$ cat src/rtl/mem_arb_pkg.sv
// +----------------------------------------------------------------------+
// | mem_arb_pkg: shared types/constants for the RAM bus arbiter          |
// | Rev 1.0                                                              |
// +----------------------------------------------------------------------+
`default_nettype none

package mem_arb_pkg;

  typedef enum logic [1:0] {
    IDLE  = 2'd0,
    SERVE = 2'd1,
    RDATA = 2'd2
  } arb_state_e;

  localparam logic OWN_A = 1'b0;
  localparam logic OWN_B = 1'b1;

endpackage

`default_nettype wire

$ cat src/rtl/arb_starve_counter.sv
// +----------------------------------------------------------------------+
// | arb_starve_counter: saturating wait counter for port B               |
// | Rev 1.0                                                              |
// +----------------------------------------------------------------------+
`default_nettype none

module arb_starve_counter #(
  parameter int LIMIT = 4
) (
  input  logic clk,
  input  logic rst_n,
  input  logic inc_i,
  input  logic clr_i,
  output logic sat_o
);

  localparam logic [3:0] LIMIT_V = 4'(LIMIT);

  logic [3:0] count_q;
  logic [3:0] count_d;

  always_comb begin
    count_d = count_q;
    if (clr_i) begin
      count_d = 4'd0;
    end else if (inc_i && (count_q != LIMIT_V)) begin
      count_d = count_q + 4'd1;
    end
  end

  always_ff @(posedge clk or negedge rst_n) begin
    if (!rst_n) begin
      count_q <= 4'd0;
    end else begin
      count_q <= count_d;
    end
  end

  assign sat_o = (count_q == LIMIT_V);

endmodule

`default_nettype wire

$ cat src/rtl/mem_bus_arbiter.sv
// +----------------------------------------------------------------------+
// | mem_bus_arbiter: two-port arbiter for the single-port 256x16 RAM     |
// | Option: MEM_ARB_STARVE_EN adds B starvation override.  Rev 1.0       |
// +----------------------------------------------------------------------+
`default_nettype none

module mem_bus_arbiter
  import mem_arb_pkg::*;
#(
  parameter int ADDR_W       = 8,
  parameter int DATA_W       = 16,
  parameter int STARVE_LIMIT = 4
) (
  input  logic              clk,
  input  logic              rst_n,
  input  logic              a_req,
  input  logic              a_write,
  input  logic [ADDR_W-1:0] a_addr,
  input  logic [DATA_W-1:0] a_wdata,
  output logic              a_gnt,
  output logic              a_rvalid,
  output logic [DATA_W-1:0] a_rdata,
  input  logic              b_req,
  input  logic              b_write,
  input  logic [ADDR_W-1:0] b_addr,
  input  logic [DATA_W-1:0] b_wdata,
  output logic              b_gnt,
  output logic              b_rvalid,
  output logic [DATA_W-1:0] b_rdata,
  output logic              mem_en,
  output logic              mem_write,
  output logic [ADDR_W-1:0] mem_addr,
  output logic [DATA_W-1:0] mem_din,
  input  logic [DATA_W-1:0] mem_dout,
  output logic              owner
);

  if ((STARVE_LIMIT < 1) || (STARVE_LIMIT > 15)) begin : g_bad_limit
    $error("mem_bus_arbiter: STARVE_LIMIT must be 1..15");
  end

  arb_state_e        state_q, state_d;
  logic              owner_q, owner_d;
  logic              wr_q, wr_d;
  logic [ADDR_W-1:0] addr_q, addr_d;
  logic [DATA_W-1:0] wdata_q, wdata_d;
  logic              b_starved;
  logic              b_wins;

`ifdef MEM_ARB_STARVE_EN
  arb_starve_counter #(
    .LIMIT (STARVE_LIMIT)
  ) u_starve (
    .clk   (clk),
    .rst_n (rst_n),
    .inc_i (b_req & ~b_gnt),
    .clr_i (b_gnt),
    .sat_o (b_starved)
  );
`else
  assign b_starved = 1'b0;
`endif

  // A keeps priority unless B has waited out the starvation limit.
  assign b_wins = b_req & (~a_req | b_starved);

  always_comb begin
    state_d = state_q;
    owner_d = owner_q;
    wr_d    = wr_q;
    addr_d  = addr_q;
    wdata_d = wdata_q;
    case (state_q)
      IDLE: begin
        if (a_req || b_req) begin
          state_d = SERVE;
          if (b_wins) begin
            owner_d = OWN_B;
            wr_d    = b_write;
            addr_d  = b_addr;
            wdata_d = b_wdata;
          end else begin
            owner_d = OWN_A;
            wr_d    = a_write;
            addr_d  = a_addr;
            wdata_d = a_wdata;
          end
        end
      end
      SERVE:   state_d = wr_q ? IDLE : RDATA;
      RDATA:   state_d = IDLE;
      default: state_d = IDLE;
    endcase
  end

  always_ff @(posedge clk or negedge rst_n) begin
    if (!rst_n) begin
      state_q <= IDLE;
      owner_q <= OWN_A;
      wr_q    <= 1'b0;
      addr_q  <= '0;
      wdata_q <= '0;
    end else begin
      state_q <= state_d;
      owner_q <= owner_d;
      wr_q    <= wr_d;
      addr_q  <= addr_d;
      wdata_q <= wdata_d;
    end
  end

  // The latched copy drives the RAM bus directly so it holds between accesses.
  assign mem_en    = (state_q == SERVE);
  assign mem_write = mem_en & wr_q;
  assign mem_addr  = addr_q;
  assign mem_din   = wdata_q;
  assign owner     = owner_q;

  assign a_gnt    = mem_en & (owner_q == OWN_A);
  assign b_gnt    = mem_en & (owner_q == OWN_B);
  assign a_rvalid = (state_q == RDATA) & (owner_q == OWN_A);
  assign b_rvalid = (state_q == RDATA) & (owner_q == OWN_B);
  assign a_rdata  = a_rvalid ? mem_dout : '0;
  assign b_rdata  = b_rvalid ? mem_dout : '0;

endmodule

`default_nettype wire

$ cat config.mk
export PLATFORM = sky130hd
export DESIGN_NAME = mem_bus_arbiter
export DESIGN_NICKNAME = d
export VERILOG_FILES = /design/src/rtl/mem_arb_pkg.sv /design/src/rtl/arb_starve_counter.sv /design/src/rtl/mem_bus_arbiter.sv
export SDC_FILE = /design/constraint.sdc
export NUM_CORES = 1
export LEC_CHECK = 0
export ABC_AREA = 1
export BUFFER_PORTS_ARGS = -buffer_cell sky130_fd_sc_hd__clkbuf_2
export CAP_MARGIN = 25
export CORE_ASPECT_RATIO = 0.5
export CORE_MARGIN = 5
export CORE_UTILIZATION = 43
export CTS_CLUSTER_SIZE = 20
export DETAILED_ROUTE_END_ITERATION = 10
export PLACE_DENSITY = 0.85
export SETUP_SLACK_MARGIN = 0.02
export SLEW_MARGIN = 15
export SYNTH_ARGS = -nofsm -noshare
export SYNTH_HDL_FRONTEND = slang
export SYNTH_SLANG_ARGS = --single-unit
$ cat constraint.sdc
create_clock -name clk -period 2.1 [get_ports clk]
set_clock_uncertainty 0.2 [all_clocks]
set_input_delay 0.42 -clock clk [delete_from_list [all_inputs] [get_ports clk]]
set_output_delay 0.42 -clock clk [all_outputs]
set_load 0.02 [all_outputs]
==> impl_metrics.toml <==
[outcome]
status = "complete, no violations"

[run]
drv_cap = 0

[drt]
vias = 2072
drt_pre_antenna_iters = 4
drc_errors = 0
wl_um = 5360
viasPerCell = 4.66
drtIter0Drc = 112
antenna_left = 0
wire_per_inst_um = 12.0

[worst_setup_path]
path_class = "reg2out"
r2r_slack_ps = 560
cp-end-kind = "primary output"
r2r_cells = 5
worst-endpoint-required_ps = 1480
timing.rr.end = "mem_din[7]"
reg2reg_from = "state_q[1]"
cp_max_fo = 9
worstSetupStartpoint = "owner"
cp-start-kind = "register"
endpoint = "a_rdata[0]"
worstPathArrival_ps = 1400

[timing]
finalCritPeriodShare = 0.962
tightest_slew_ps = 685
drv_slew = 0
fmax_mhz = 495
relSlewSlack = 0.543
tns_ps = 0
setup-violations-final = 0
grt_setup_unrepaired = "yes"
hold_viol = 0
period_minus_slack_ps = 2020

[floorplanning]
die_w_um = 99.2
coreArea_mm2 = 0.00386
dieArea_mm2 = 0.00541
initial_core_util = 0.442
rows = 16
io_pins = 133
die_height_um = 54.6

[yosys]
synth_edf_count = 0
yosysSeqAreaShare = 0.410
synth_compound_area_frac = 0.0124
syn_inst = 262
muxShareOfSynthArea = 0
yosysWarnings = 0
synth-simple-area-share = 0.469
syn-num-nets = 332
async_flop_share = 1.00
synth.cell_area_mm2 = 0.00171
synth-seq-cells = 28
synthXorXnorAreaFrac = 0
ys_types = 15
synth_top_family_by_area = "simple AND/OR/NAND/NOR gates"
postSynthAreaPerCell_um2 = 6.52
synth_adder_area_share = 0
ys.flop_type = "dfrtp_1"

[clock_tree]
clockBufferDepth = 2
insertion_delay_ps = 270
cts_root_buf = "clkbuf_8"
ctsHtreeMaxLevel = 1
cts_tree = "built"
path_clk_slew_ps = 90
numClockSinks = 28
cts_buffers = 3
post_cts_buffers = 0

[grt]
grtUsageTotal = 0.188
overflow = 0
grt_max_degree = 29
grt_pass1_vias = 1827
grt_pass1_wl_um = 8110
antenna_found_initial = 0

[finish]
final_cells = 445
syn_to_final_growth_pct = 44.9
nets = 462
num-fill-cells = 340
multi_input_area_um2 = 865
register_area_um2 = 702
drive_gt1_frac = 0.391
antenna_cells = 0

[placement]
place_congestion = 0.763
port_buffers = 132
place_hpwl_um = 4150
dp.cells = 438

[pwr]
leakagePower_nw = 1.64
pwr_density_cell_mw_per_mm2 = 1180
ir_worst_vdd_v = 0.000582

[worst_hold_path]
hp-class = "in2reg"
min_from = "a_wdata[13]"
-- synthesized netlist by cell type (2+ instances only) --
| cell type | number | area (um^2) |
|---|---|---|
| nand2_1 | 126 | 473 |
| nor2_1 | 37 | 139 |
| dfrtp_1 | 28 | 701 |
| nand3_1 | 25 | 125 |
| inv_1 | 23 | 86.3 |
| buf_2 | 8 | 40.0 |
| buf_6 | 4 | 45.0 |
| inv_2 | 2 | 7.51 |
| nand3_2 | 2 | 20.0 |
| nor2_2 | 2 | 12.5 |
-- timing repair --
item | 4_1_cts | 5_1_grt
hold buffers | 1 | 0
endpoints found under the setup margin | 17 | 25
cloned | 0 | 2
gates resized for setup | 2 | 4
endpoints found under the hold margin | 28 | 0
pin swaps | 0 | 1
-- flip-flops by register name, indices dropped and copies added (netlist names) --
register  cells
owner         1
mem_addr      8
wr_q          1
mem_din      16
state_q       2
-- layout make-up --
cell class                 instances  share of cell area
clock buffer                       4              0.0222
inverter                          25              0.0379
multi-input combinational        198               0.349
sequential                        28               0.283
tap                               54              0.0273
timing repair buffer             136               0.280
-- where the power goes --
group | switching, W | internal (W)
registers | 0.000186 | 0.000796
clock network | 0.000156 | 0.000168
logic | 0.00112 | 0.000500
total | 0.00146 | 0.00146
-- cell families (layout without fill, tap and decap cells) --
group,after synthesis,in the layout
AOI/OAI and AO/OA,2,2
buffers and inverters,38,165
DFF,28,28
and+or+nand+nor,194,196
-- how the worst min path moves through the flow --
stage	endpoint	slack, ps	cells after the start
after CTS	mem_din[6]	220	5
after detailed placement	mem_addr[3]	260	2
after global placement	mem_din[11]	260	2
final	mem_din[13]	230	5
after floorplan	mem_addr[0]	-80	0
after global routing	mem_addr[3]	230	5
-- layout by cell type, fill, tap and decap left out, drive strengths merged --
cell type and instances:
nand3 29, buf 3, nand2 127, o21ai 1
dlygate4sd3 1, clkbuf 136, inv 25, a21oi 1
nor2 40, dfrtp 28
-- metal layers --
metal | global-route usage | wire (um) | vias to the layer above
li1 | - | - | 1047
met1 | 0.196 | 2040 | 949
met2 | 0.398 | 2900 | 72
met3 | 0.0458 | 386 | 4
met4 | 0.0340 | 34 | 0
met5 | 0 | 0 | -
-- worst max-delay path, stage by stage (launching register included) --
cell      delay, ps
dfrtp_1         480
inv_2           170
nand3_4         140
nor2_1          140
clkbuf_2        190
-- stage by stage --
step / utilization / setup slack (ps) / total power [W] / hold WS, ps / instance area [um^2]
final: 0.641 / 80.6 / 0.00292 / 228 / 2480
after floorplan: - / 271 / 0.00200 / -75.6 / 1710
after global routing: 0.641 / -0.975 / 0.00313 / 233 / 2480
after detailed placement: 0.613 / 280 / 0.00254 / 264 / 2370
after global placement: 0.613 / 374 / 0.00248 / 263 / 2370
after CTS: 0.633 / 57.5 / 0.00290 / 219 / 2450
No activity file was read; power rests on OpenSTA's default activity.
